==> src/rtl/synth_cfg_pkg.sv <==
// rtl/synth_cfg_pkg.sv - shared widths, FSM state type and helpers for the config-port writer
package synth_cfg_pkg;

    localparam int CFG_DATA_W = 8;
    localparam int CFG_ADDR_W = 3;

    typedef enum logic [1:0] {
        ST_IDLE   = 2'd0,
        ST_SETUP  = 2'd1,
        ST_STROBE = 2'd2,
        ST_HOLD   = 2'd3
    } cfg_wr_state_t;

    // Larger of two integers; sizes the shared phase counter.
    function automatic int max2(input int a, input int b);
        return (a > b) ? a : b;
    endfunction

endpackage

==> src/rtl/synth_cfg_fifo.sv <==
// rtl/synth_cfg_fifo.sv - synchronous request FIFO with registered count and full/empty flags
module synth_cfg_fifo
    import synth_cfg_pkg::*;
#(
    parameter int WIDTH = CFG_ADDR_W + CFG_DATA_W,
    parameter int DEPTH = 4
) (
    input  logic                       clk,
    input  logic                       rst_n,
    input  logic                       i_push,
    input  logic [WIDTH-1:0]           i_push_data,
    input  logic                       i_pop,
    output logic [WIDTH-1:0]           o_pop_data,
    output logic [$clog2(DEPTH+1)-1:0] o_count,
    output logic                       o_full,
    output logic                       o_empty
);

    localparam int PTR_W = $clog2(DEPTH);
    localparam int CNT_W = $clog2(DEPTH + 1);

    logic [WIDTH-1:0] r_mem [DEPTH];
    logic [PTR_W-1:0] r_wr_ptr;
    logic [PTR_W-1:0] r_rd_ptr;
    logic [CNT_W-1:0] r_count;
    logic             w_push;
    logic             w_pop;

    // Flags derive from the registered count only, so ready never depends on this cycle's pop.
    assign o_full     = (r_count == CNT_W'(DEPTH));
    assign o_empty    = (r_count == '0);
    assign o_count    = r_count;
    assign o_pop_data = r_mem[r_rd_ptr];
    assign w_push     = i_push && !o_full;
    assign w_pop      = i_pop && !o_empty;

    // Storage array: written at the tail, no reset needed because count guards reads.
    always_ff @(posedge clk) begin
        if (w_push) begin
            r_mem[r_wr_ptr] <= i_push_data;
        end
    end

    // Pointers wrap naturally since DEPTH is a power of two; count tracks push minus pop.
    always_ff @(posedge clk or negedge rst_n) begin
        if (!rst_n) begin
            r_wr_ptr <= '0;
            r_rd_ptr <= '0;
            r_count  <= '0;
        end else begin
            if (w_push) begin
                r_wr_ptr <= r_wr_ptr + 1'b1;
            end
            if (w_pop) begin
                r_rd_ptr <= r_rd_ptr + 1'b1;
            end
            case ({w_push, w_pop})
                2'b10:   r_count <= r_count + 1'b1;
                2'b01:   r_count <= r_count - 1'b1;
                default: r_count <= r_count;
            endcase
        end
    end

endmodule

==> src/rtl/synth_cfg_writer.sv <==
// rtl/synth_cfg_writer.sv - buffers register writes and replays them as setup/strobe/hold on the config pins
module synth_cfg_writer
    import synth_cfg_pkg::*;
#(
    parameter int NUM_REGS      = 8,
    parameter int FIFO_DEPTH    = 4,
    parameter int STROBE_CYCLES = 1,
    parameter int HOLD_CYCLES   = 1
) (
    input  logic                  clk,
    input  logic                  rst_n,
    input  logic                  req_valid,
    output logic                  req_ready,
    input  logic [CFG_ADDR_W-1:0] req_addr,
    input  logic [CFG_DATA_W-1:0] req_data,
    output logic [CFG_DATA_W-1:0] cfg_data,
    output logic [NUM_REGS-1:0]   cfg_en,
    output logic                  busy,
    output logic                  addr_err,
    input  logic                  err_clr
);

    localparam int CNT_W      = $clog2(max2(STROBE_CYCLES, HOLD_CYCLES) + 1);
    localparam int FIFO_CNT_W = $clog2(FIFO_DEPTH + 1);
    localparam int ENTRY_W    = CFG_ADDR_W + CFG_DATA_W;

    cfg_wr_state_t           r_state;
    cfg_wr_state_t           w_state_nxt;
    logic [CNT_W-1:0]        r_cnt;
    logic [CNT_W-1:0]        w_cnt_nxt;
    logic [CFG_ADDR_W-1:0]   r_addr;
    logic [CFG_ADDR_W-1:0]   w_addr_nxt;
    logic [CFG_DATA_W-1:0]   r_cfg_data;
    logic [CFG_DATA_W-1:0]   w_cfg_data_nxt;
    logic [NUM_REGS-1:0]     r_cfg_en;
    logic [NUM_REGS-1:0]     w_cfg_en_nxt;
    logic                    r_busy;
    logic                    w_busy_nxt;
    logic                    r_addr_err;
    logic                    w_addr_err_nxt;

    logic                    w_push;
    logic                    w_pop;
    logic [ENTRY_W-1:0]      w_head;
    logic [CFG_ADDR_W-1:0]   w_head_addr;
    logic [CFG_DATA_W-1:0]   w_head_data;
    logic                    w_head_bad;
    logic                    w_addr_ok;
    logic [NUM_REGS-1:0]     w_onehot;
    logic [FIFO_CNT_W-1:0]   w_fifo_count;
    logic [FIFO_CNT_W-1:0]   w_fifo_count_nxt;
    logic                    w_fifo_full;
    logic                    w_fifo_empty;

    assign req_ready   = !w_fifo_full;
    assign w_push      = req_valid && !w_fifo_full;
    assign w_head_addr = w_head[CFG_DATA_W +: CFG_ADDR_W];
    assign w_head_data = w_head[CFG_DATA_W-1:0];
    assign w_head_bad  = (int'(w_head_addr) >= NUM_REGS);
    assign w_addr_ok   = (int'(r_addr) < NUM_REGS);
    assign w_onehot    = {{(NUM_REGS-1){1'b0}}, 1'b1} << r_addr;

    assign cfg_data = r_cfg_data;
    assign cfg_en   = r_cfg_en;
    assign busy     = r_busy;
    assign addr_err = r_addr_err;

    synth_cfg_fifo #(
        .WIDTH (ENTRY_W),
        .DEPTH (FIFO_DEPTH)
    ) u_fifo (
        .clk         (clk),
        .rst_n       (rst_n),
        .i_push      (w_push),
        .i_push_data ({req_addr, req_data}),
        .i_pop       (w_pop),
        .o_pop_data  (w_head),
        .o_count     (w_fifo_count),
        .o_full      (w_fifo_full),
        .o_empty     (w_fifo_empty)
    );

    // State register.
    always_ff @(posedge clk or negedge rst_n) begin
        if (!rst_n) begin
            r_state <= ST_IDLE;
        end else begin
            r_state <= w_state_nxt;
        end
    end

    // Next state and FIFO pop: a new write is fetched from IDLE or straight out of HOLD.
    always_comb begin
        w_state_nxt = r_state;
        w_pop       = 1'b0;
        case (r_state)
            ST_IDLE: begin
                if (!w_fifo_empty) begin
                    w_state_nxt = ST_SETUP;
                    w_pop       = 1'b1;
                end
            end
            ST_SETUP: begin
                w_state_nxt = ST_STROBE;
            end
            ST_STROBE: begin
                if (r_cnt == '0) begin
                    w_state_nxt = ST_HOLD;
                end
            end
            ST_HOLD: begin
                if (r_cnt == '0) begin
                    if (!w_fifo_empty) begin
                        w_state_nxt = ST_SETUP;
                        w_pop       = 1'b1;
                    end else begin
                        w_state_nxt = ST_IDLE;
                    end
                end
            end
            default: begin
                w_state_nxt = ST_IDLE;
            end
        endcase
    end

    // Next values of the registered outputs; cfg_en follows the next state so it is a clean flop output.
    always_comb begin
        w_cnt_nxt = r_cnt;
        if (r_state == ST_SETUP) begin
            w_cnt_nxt = CNT_W'(STROBE_CYCLES - 1);
        end else if (r_state == ST_STROBE && r_cnt == '0) begin
            w_cnt_nxt = CNT_W'(HOLD_CYCLES - 1);
        end else if (r_cnt != '0) begin
            w_cnt_nxt = r_cnt - 1'b1;
        end

        w_cfg_en_nxt = '0;
        if (w_state_nxt == ST_STROBE && w_addr_ok) begin
            w_cfg_en_nxt = w_onehot;
        end

        w_cfg_data_nxt = w_pop ? w_head_data : r_cfg_data;
        w_addr_nxt     = w_pop ? w_head_addr : r_addr;

        if (w_pop && w_head_bad) begin
            w_addr_err_nxt = 1'b1;
        end else if (err_clr) begin
            w_addr_err_nxt = 1'b0;
        end else begin
            w_addr_err_nxt = r_addr_err;
        end

        w_fifo_count_nxt = w_fifo_count + FIFO_CNT_W'(w_push) - FIFO_CNT_W'(w_pop);
        w_busy_nxt       = (w_state_nxt != ST_IDLE) || (w_fifo_count_nxt != '0);
    end

    // Output, latched-address and phase-counter registers.
    always_ff @(posedge clk or negedge rst_n) begin
        if (!rst_n) begin
            r_cnt      <= '0;
            r_addr     <= '0;
            r_cfg_data <= '0;
            r_cfg_en   <= '0;
            r_busy     <= 1'b0;
            r_addr_err <= 1'b0;
        end else begin
            r_cnt      <= w_cnt_nxt;
            r_addr     <= w_addr_nxt;
            r_cfg_data <= w_cfg_data_nxt;
            r_cfg_en   <= w_cfg_en_nxt;
            r_busy     <= w_busy_nxt;
            r_addr_err <= w_addr_err_nxt;
        end
    end

endmodule

==> config.mk <==
export PLATFORM = sky130hd
export DESIGN_NAME = synth_cfg_writer
export DESIGN_NICKNAME = d
export VERILOG_FILES = /design/src/rtl/synth_cfg_pkg.sv /design/src/rtl/synth_cfg_fifo.sv /design/src/rtl/synth_cfg_writer.sv
export SDC_FILE = /design/constraint.sdc
export NUM_CORES = 1
export LEC_CHECK = 0
export BUFFER_PORTS_ARGS = -buffer_cell sky130_fd_sc_hd__clkbuf_2
export CORE_ASPECT_RATIO = 1.4
export CORE_MARGIN = 2
export CORE_UTILIZATION = 25
export CTS_BUF_LIST = sky130_fd_sc_hd__clkbuf_8
export CTS_CLUSTER_DIAMETER = 100
export CTS_CLUSTER_SIZE = 10
export DETAILED_ROUTE_END_ITERATION = 10
export SYNTH_ARGS = -nofsm -noshare
export SYNTH_HDL_FRONTEND = slang
export SYNTH_HIERARCHICAL = 1
export SYNTH_SLANG_ARGS = --single-unit
==> constraint.sdc <==
create_clock -name clk -period 3 [get_ports clk]
set_clock_uncertainty 0.15 [all_clocks]
set_input_delay 0 -clock clk [delete_from_list [all_inputs] [get_ports clk]]
set_output_delay 0 -clock clk [all_outputs]
set_load 0.01 [all_outputs]
* After elaboration in Yosys (flattened, before gate mapping) *
Memories as Yosys holds them, arrays and structs flattened. A register that Yosys moved wholly into a read port is not among the register bits.
Cells that the tools add are included.
Widths: inputs -> output; s select.

cells by class
  eq/ne operators = 7
  reductions and logical operators = 13
  muxes and demuxes = 15
  bitwise operators = 1
  $add $sub $neg = 7
  shift-type cells = 1

operators with widths
  cell                 number
  $eq 2x2->1 const B   4
  $mux 1               8
  $mux 8               1
  $pmux 2 s4           1
  $shl 1x3->8 const A  1
  $mux 2               3
  $pmux 3 s2           1
  $add 2x1->2 const B  2
  $eq 2x1->1 const B   2
  $logic_and 1x1->1    4
  $reduce_bool 2->1    2
  $add 3x1->3          1
  $add 3x1->3 const B  1
  $eq 3x3->1 const B   1
  $logic_not 1->1      3
  $logic_not 3->1      1
  $reduce_bool 3->1    1
  $sub 3x1->3          1
  $sub 3x1->3 const B  1
  $logic_not 2->1      1
  $pmux 1 s2           1
  $logic_or 1x1->1     1
  $not 1->1            1
  $sub 1x1->1 const B  1

storage, ports and cells
  word-level logic and storage cells = 52
  output and inout bits = 19
  register bits after elaboration = 19
  input port bits = 15
  memories kept = 1
  bits in writable memories = 44

memory list
  memory        depth  width  rd ports  clocked after memory_dff  write ports  line                  text
  u_fifo.r_mem  4      11     1         1                         1            synth_cfg_fifo.sv:22  logic [WIDTH-1:0] r_mem [DEPTH];

* Depth between registers and ports, before layout *
Gate-level depths: netlist of the first run.

  depth in word-level cells = 7
  gate-level depth with buffers = 12
  depth with buffers taken out = 11

* Hierarchy *
The synthesis of the first run kept the hierarchy.

by module, submodules not included
  module            cells an instance  times used  area an instance (um^2)  seq. area each (um^2)
  synth_cfg_fifo    94                 1           2,031.9                  1,496.4
  synth_cfg_writer  73                 1           996.0                    550.5

* Worst setup path before layout of the first run *
No wires, ideal clock.

  path kind = flip-flop to flip-flop
  start = register r_state[0]
  end = register u_fifo.r_count[2] (netlist: u_fifo/o_count[2])
  slack = 0.409 ns
  setup time = 0.079 ns
  required time = 2.771 ns
  stages on the path, launching flop included = 12
  clock period less this slack = 2.591 ns
  arrival = 2.362 ns
  path buffers = 1
  cell sequence = dfrtp_1 inv_1 ha_1 nor3_4 buf_12 o31a_2 ha_1 inv_1 fa_1 xor2_1 nor2_1 xor2_1

on the way
  word-level cells in the longest chain between the ends = 5
  elaborated cells on any way between the ends = 8
  classes of those cells = 3 x eq/ne; 2 x mux; 3 x reduce/logical

ends and longest elaborated chain
  element                                          line                    text
  start: declaration                               synth_cfg_writer.sv:27  cfg_wr_state_t r_state;
  start signal: assignment                         synth_cfg_writer.sv:88  r_state <= w_state_nxt;
  $eq 2x2->1 or $logic_not 2->1 (tied branches)    synth_cfg_writer.sv:96  case (r_state)
  $pmux 1 s2 *                                     synth_cfg_writer.sv:96
  named net w_pop                                  synth_cfg_writer.sv:43  logic w_pop;
  $logic_and 1x1->1 *                              synth_cfg_fifo.sv:35    assign w_pop = i_pop && !o_empty;
  named net u_fifo.w_pop                           synth_cfg_fifo.sv:27    logic w_pop;
  $eq 2x1->1 or $eq 2x2->1 (tied branches)         synth_cfg_fifo.sv:57    case ({w_push, w_pop})
  $pmux 3 s2 or $reduce_bool 2->1 (tied branches)  -
  end signal: assignment                           synth_cfg_fifo.sv:58    2'b10: r_count <= r_count + 1'b1;
  end signal: assignment                           synth_cfg_fifo.sv:59    2'b01: r_count <= r_count - 1'b1;
  end signal: assignment                           synth_cfg_fifo.sv:60    default: r_count <= r_count;
  end: declaration                                 synth_cfg_fifo.sv:25    logic [CNT_W-1:0] r_count;

Mark *: on every way through the listed nets, which the timed path passes. The rest lies on a longest branch.
A chain may end at the register's enable or synchronous reset.

* Final worst setup path of the first run *
  start = register r_state[0]
  end = register u_fifo.r_count[2] (netlist: u_fifo/o_count[2])

on the way
  word-level cells in the longest chain between the ends = 5
  elaborated cells on any way between the ends = 8
  classes of those cells = 3 x eq/ne; 2 x mux; 3 x reduce/logical

ends and longest elaborated chain
  element                                          line
  $eq 2x2->1 or $logic_not 2->1 (tied branches)    synth_cfg_writer.sv:96
  $pmux 1 s2 *                                     synth_cfg_writer.sv:96
  $logic_and 1x1->1 *                              synth_cfg_fifo.sv:35
  named net u_fifo.w_pop                           synth_cfg_fifo.sv:27
  $eq 2x1->1 or $eq 2x2->1 (tied branches)         synth_cfg_fifo.sv:57
  $pmux 3 s2 or $reduce_bool 2->1 (tied branches)  -

Marked as above.

==> reports/metrics.yaml, run 1 <==
run_status:
  status: "completed"
setup_path:
  cp-start-kind: "flip-flop"
  critical_path_class: "flip-flop to flip-flop"
  cp.required_ns: 3.12
  crit_fanout: 6
  end_kind: "flip-flop"
  worstPathArrival_ns: 2.71
route:
  wl_per_cell_um: 13.88
  drtAntennaViolNets: 0
  vias: 1474
  dr.pass1.iters: 4
  route.detailed.drc: 0
  vias_per_cell: 3.962
  drt-initial-drc-count: 65
  wl_mm: 5.164
die:
  io_pins: 34
  die_h_um: 134.2
  row_count: 47
  coreArea_mm2: 0.01182
  die_area_mm2: 0.01302
  initial_core_util_pct: 25.62
  die_w_um: 97.01
clocking:
  clockBufferDepth: 2
  cts.sinks: 73
  clk_latency_ns: 0.34
  htreeDepth: 3
  cts-root-buf: "clkbuf_8"
  numCtsBuffers: 9
  cts_tree: "yes"
  post_cts_resized: 0
  clk_pin_slew_worst_paths_ns: 0.07
cells_and_area:
  design_area_mm2: 0.003631
  final_util_pct: 30.72
  diodes: 0
  layout.nets: 248
  area_growth_pct: 19.92
  drive_above_1_share_pct: 35.11
synthesis:
  ys_ff_latch: 73
  async_flop_share_pct: 39.73
  yosysSeqAreaShare_pct: 67.60
  synth_top_area_share_pct: 43.64
  synth_top_cells_by_area: "edfxtp_1 44%, dfrtp_1 24%, mux4_2 7.4%, mux2_4 5.0%, ha_1 4.5%"
  synth_area_mm2: 0.003028
  synth_edf_count: 44
  postSynthCellCount: 167
  synth_cell_types: 31
  syn_nets: 195
  synth.avg_cell_area_um2: 18.13
  synth_common_cells: "44 x edfxtp_1, 29 x dfrtp_1, 13 x inv_1"
  yosysWarningCount: 6
  synth_area_leader_cell: "edfxtp_1"
  yosysMostFrequentCell: "edfxtp_1"
  synthFlopType: "edfxtp_1"
global_route:
  antenna_found_initial: 0
  gr-total-overflow: 0
  grt_pass1_wl_mm: 8.583
  grt_usage_pct: 8.743
  grt_pass1_vias: 1644
  grt_max_degree: 30
pwr:
  power_density_mw_per_mm2: 1005
  ir_worst_vdd_v: 0.0003249
  cellLeakagePower_nw: 1.455
  total_power_mw: 3.648
place:
  place_area_mm2: 0.003346
  portBuffers: 31
  gp_congestion: 0.6975
  dpl.hpwl_mm: 3.435
timing:
  slew_violations: 0
  hold_violations: 0
  period_minus_slack_ns: 2.595
  worst_pin_slew_ns: 0.7558
  slew_headroom_pct: 49.62
  setup_viol: 0
  fmax_mhz: 385.4
  rsz0062_at_grt: "false"
  period_share_pct: 86.50
  tns_ns: 0
min_path:
  min_path_type: "input pin to flip-flop"
job:
  maxCapViolations: 0
==> metal layers <==
metal  GRT usage [%]  part of all wire, %
met5               0                    0
met4           3.756                  1.4
met3           2.710                  4.0
met2           15.63                   54
met1           9.546                   40
==> state kept, by name (all words and copies together) (netlist names) <==
name	cells
u_fifo/r_mem	44
cfg_data	8
cfg_en	8
r_addr	3
u_fifo/o_count	3
r_state	2
u_fifo/r_rd_ptr	2
u_fifo/r_wr_ptr	2
busy	1
==> worst paths after layout <==
path / start / endpoint / slack (ns) / depth (start not counted)
max in group asynchronous: rst_n / cfg_en[6]$_DFF_PN0_ / 2.10 / 2
min reg2reg: cfg_data[1]$_DFFE_PN0P_ / cfg_data[1]$_DFFE_PN0P_ / 0.37 / 1
min: req_valid / u_fifo/r_wr_ptr[0]$_DFFE_PN0P_ / 0.04 / 4
min in group asynchronous: rst_n / cfg_data[4]$_DFFE_PN0P_ / 0.12 / 2
max reg2reg: r_state[0]$_DFF_PN0_ / u_fifo/o_count[2]$_DFFE_PN0P_ / 0.41 / 10
max: r_state[0]$_DFF_PN0_ / u_fifo/o_count[2]$_DFFE_PN0P_ / 0.41 / 10
==> cells by family (layout without fill, tap and decap cells) <==
logic type,count (synthesis),count (layout),synth area share [%]
buffers and inverters,17,75,3.058
other,1,1,0.1238
adders and majority gates,13,13,5.868
AOI/OAI and AO/OA,3,3,0.7850
DFF,73,73,67.60
and+or+nand+nor,28,28,5.910
xor gates and xnor gates,8,8,2.314
muxes,24,24,14.34
==> layout make-up <==
cell class | count | area (um^2)
fillers | 1165 | 8189
well taps | 147 | 183.9
repair buffers | 46 | 297.8
clock inverters | 7 | 41.29
clock buffers | 9 | 123.9
inverters | 13 | 48.80
flip-flops and latches | 73 | 2047
multi-input cells | 77 | 888.4
==> through the flow <==
stage          hold slack (ns)  instances  worst slack [ns]
4_1_cts                0.02458        372            0.3514
6_report               0.04435        372            0.4051
5_1_grt                0.05551        372            0.1838
2_1_floorplan          -0.4456        167            0.4089
3_5_place_dp          -0.02808        344            0.3713
3_3_place_gp          -0.02832        344            0.4273
==> repair_timing <==
action / 4_1_cts / 5_1_grt
endpoints found under the setup margin: 0 / 0
hold buffers: 12 / 0
buffers inserted: 0 / 0
hold endpoints to repair: 73 / 0
==> power breakdown <==
part / internal (mW) / switching (mW) / total (mW) / leakage (nW)
registers: 1.38 / 0.216 / 1.60 / 0.756
logic: 0.769 / 0.639 / 1.41 / 0.611
clock network: 0.292 / 0.352 / 0.645 / 0.0876
==> critical path, stage by stage (launching register included) <==
cell and delay (ns):
dfrtp_1 0.44, inv_1 0.09, ha_1 0.36, nor3_4 0.25, o31a_2 0.22, ha_1 0.18, inv_1 0.06, fa_1 0.37
xor2_1 0.15, nor2_1 0.11, xor2_1 0.15
==> cell usage in the layout (no fill, tap or decap), drive strengths merged, types with 4 or more instances in the layout <==
cell          n
nand2         4
inv          15
dfrtp        29
dlygate4sd3  12
nor2          8
xnor2         5
edfxtp       44
mux4         11
mux2         12
nor3          5
ha           11
and2          4
clkbuf       40
(Power assumes the default switching activity.)
==> inputs of run 2 (changes only) <==
- ABC_AREA: default -> 1
- SLEW_MARGIN: default -> 30
==> run 2 against run 1 <==
First-iteration DRC count grew 23%. Cell count up 36%. Clock-buffer cell count unchanged. Non-clock buffer count increased by 3. Critical endpoint is now busy$_DFF_PN0_.
==> reports/metrics.yaml, run 2 <==
route:
  vias_per_cell: 4.105  # +3.6%
  wl_mm: 5.735  # +11%
  drtAntennaViolNets: 0  # unchanged
  vias: 2073  # +41%
  route.detailed.drc: 0  # unchanged
  drt-initial-drc-count: 80  # +23%
  dr.pass1.iters: 4  # unchanged
  wl_per_cell_um: 11.36  # -18%
timing:
  hold_violations: 0  # unchanged
  fmax_mhz: 371.9  # -3.5%
  period_share_pct: 89.63  # +3.1 points
  tns_ns: 0  # unchanged
  setup_viol: 0  # unchanged
  slew_headroom_pct: 50.06  # +0.45 points
  period_minus_slack_ns: 2.689  # +0.09384 ns
  worst_pin_slew_ns: 0.7491  # -0.006676 ns
  slew_violations: 0  # unchanged
  rsz0062_at_grt: "false"
synthesis:
  synth_edf_count: 44  # unchanged
  ys_ff_latch: 73  # unchanged
  yosysSeqAreaShare_pct: 63.93  # -3.7 points
  async_flop_share_pct: 39.73  # unchanged
  syn_nets: 326  # +67%
  synth_area_mm2: 0.003202  # +5.7%
  synth_top_cells_by_area: "edfxtp_1 41%, dfrtp_1 23%, nand2_1 10%, inv_1 6.3%, o211ai_1 5.2%"
  synth.avg_cell_area_um2: 10.74  # -41%
  synthFlopType: "edfxtp_1"
  yosysMostFrequentCell: "nand2_1"
  synth_cell_types: 24  # -23%
  synth_common_cells: "89 x nand2_1, 54 x inv_1, 44 x edfxtp_1"
  postSynthCellCount: 298  # +78%
  synth_area_leader_cell: "edfxtp_1"
  yosysWarningCount: 6  # unchanged
  synth_top_area_share_pct: 41.27  # -2.4 points
clocking:
  post_cts_resized: 0  # unchanged
  clk_pin_slew_worst_paths_ns: 0.08  # about the same
  cts_setup_buffers: 0  # unchanged
  holdBufCountCts: 13  # +1
  clockBufferDepth: 2  # unchanged
  htreeDepth: 3  # unchanged
  cts_tree: "yes"
  cts-root-buf: "clkbuf_8"
  clk_latency_ns: 0.34  # about the same
  numCtsBuffers: 9  # unchanged
  cts.sinks: 73  # unchanged
cells_and_area:
  largest-register: "u_fifo/r_mem"
  design_area_mm2: 0.003864  # +6.4%
  fillCellCount: 1241  # +6.5%
  area_growth_pct: 20.67
  drive_above_1_share_pct: 16.06  # -19 points
  diodes: 0  # unchanged
  layout.nets: 378  # +52%
  largest_reg_flops: 44  # unchanged
  layout_commonest_cell: "nand2_1"
  mostFrequentLayoutCells: "89 x nand2_1, 54 x inv_1, 44 x edfxtp_1, 31 x clkbuf_2, 29 x dfrtp_1"
pwr:
  ir_worst_vdd_v: 0.0002541  # -22%
  total_power_mw: 3.797  # +4.1%
  power_density_mw_per_mm2: 982.6  # -2.2%
  cellLeakagePower_nw: 1.803  # +24%
die:
  die_w_um: 99.65  # +2.7%
  io_pins: 34  # unchanged
  die_h_um: 137.9  # +2.7%
  die_area_mm2: 0.01374  # +5.5%
  row_count: 48  # +2.1%
  coreArea_mm2: 0.01243  # +5.2%
  initial_core_util_pct: 25.75  # +0.14 points
global_route:
  grt_util_met1_pct: 8.897  # -0.65 points
  grt_max_degree: 46  # +53%
  use_met2_pct: 16.29  # +0.67 points
  busiest_layer: "met2"
  grt_pass1_vias: 1981  # +20%
  grt_pass1_wl_mm: 9.163  # +6.8%
  grt_usage_pct: 8.784  # +0.040 points
  met3_usage_pct: 3.226  # +0.52 points
  antenna_found_initial: 0  # unchanged
  gr-total-overflow: 0  # unchanged
setup_path:
  cp-start-kind: "flip-flop"
  timing.rr.start: "u_fifo/o_count[1]$_DFFE_PN0P_"
  cp.required_ns: 3.07  # -0.05 ns
  rr_worst_depth: 12  # +2
  end_kind: "flip-flop"
  worstPathArrival_ns: 2.76  # +0.05 ns
  crit_fanout: 10  # +4
  r2r_end: "busy$_DFF_PN0_"
  critical_path_class: "flip-flop to flip-flop"
  r2r_slack_ns: 0.31  # -0.09 ns
job:
  maxCapViolations: 0  # unchanged
place:
  gp_congestion: 0.6960  # -0.22%
  dpl.hpwl_mm: 4.082  # +19%
  portBuffers: 31  # unchanged
  place_area_mm2: 0.003508  # +4.9%
min_path:
  min_path_type: "input pin to async pin"
run_status:
  status: "completed"
-- run 2: cell count changes in the layout (fill, tap and decap cells not counted), sizes merged, moves of 7 or more --
cell | before | now
inv | 15 | 58
o211ai | 0 | 22
nand3 | 0 | 11
nand2 | 4 | 90
nor2 | 8 | 15
mux4 | 11 | 0
mux2 | 12 | 0
-- run 2: worst max-delay path by stage --
stage | slack (ns) | start | endpoint
after floorplan | 0.45 | r_state[0]$_DFF_PN0_ | busy$_DFF_PN0_
after global placement | 0.36 | u_fifo/o_count[1]$_DFFE_PN0P_ | busy$_DFF_PN0_
after detailed placement | 0.29 | u_fifo/o_count[1]$_DFFE_PN0P_ | busy$_DFF_PN0_
after CTS | 0.29 | u_fifo/o_count[1]$_DFFE_PN0P_ | busy$_DFF_PN0_
after global routing | 0.06 | u_fifo/o_count[1]$_DFFE_PN0P_ | busy$_DFF_PN0_
final | 0.31 | u_fifo/o_count[1]$_DFFE_PN0P_ | busy$_DFF_PN0_
-- run 2: kinds of logic after synthesis --
| logic type | Yosys count | synth area share, % |
|---|---|---|
| other | 1 | 0.1171 |
| buffers and inverters | 64 | 8.949 |
| adder cells (fa/ha/maj) | 13 | 5.549 |
| flip-flops | 73 | 63.93 |
| XOR/XNOR | 1 | 0.2736 |
| AO/OA/AOI/OAI | 28 | 6.643 |
| AND/OR/NAND/NOR | 118 | 14.54 |
-- run 2: critical path, stage by stage, from the launching register on --
cell     delay, ns
dfrtp_1       0.42
inv_1         0.13
nand3_1       0.18
inv_1         0.16
nor2_2        0.07
o21ai_4       0.13
inv_4         0.11
ha_1          0.29
inv_1         0.04
ha_1          0.18
fa_1          0.42
nor3_1        0.18
nand3_1       0.10
-- run 2: per-stage QoR --
stage | hold WS (ns) | std cells | worst slack, ns | util (%)
finish | 0.1060 | 505 | 0.3112 | 31.08
global placement | -0.06188 | 476 | 0.3630 | 28.22
global route | 0.1683 | 505 | 0.06273 | 31.08
CTS | 0.1152 | 505 | 0.2869 | 31.08
detailed placement | -0.04689 | 476 | 0.2923 | 28.22
floorplan | -0.4456 | 298 | 0.4474 | -
-- run 2: power by group --
group / internal (mW) / switching [mW] / leakage [nW]
combinational: 0.510 / 0.906 / 0.922
sequential: 1.36 / 0.168 / 0.767
clock: 0.477 / 0.372 / 0.113
-- run 2: area by class of cell --
class                           count  area (um^2)  area share, %
Tap cell                          150        187.7          4.858
Inverter                           56        212.7          5.505
Sequential cell                    73         2047          52.98
Clock buffer                        9        123.9          3.206
Timing Repair Buffer               49        322.8          8.355
Multi-Input combinational cell    161        868.3          22.47
Clock inverter                      7        101.3          2.623
-- run 2: layer usage --
layer,wire length (um),vias to the layer above,share of wire (%)
li1,-,1062,-
met1,2338,966,41
met2,3072,39,54
met3,245,6,4.3
met4,78,0,1.4
met5,0,-,0
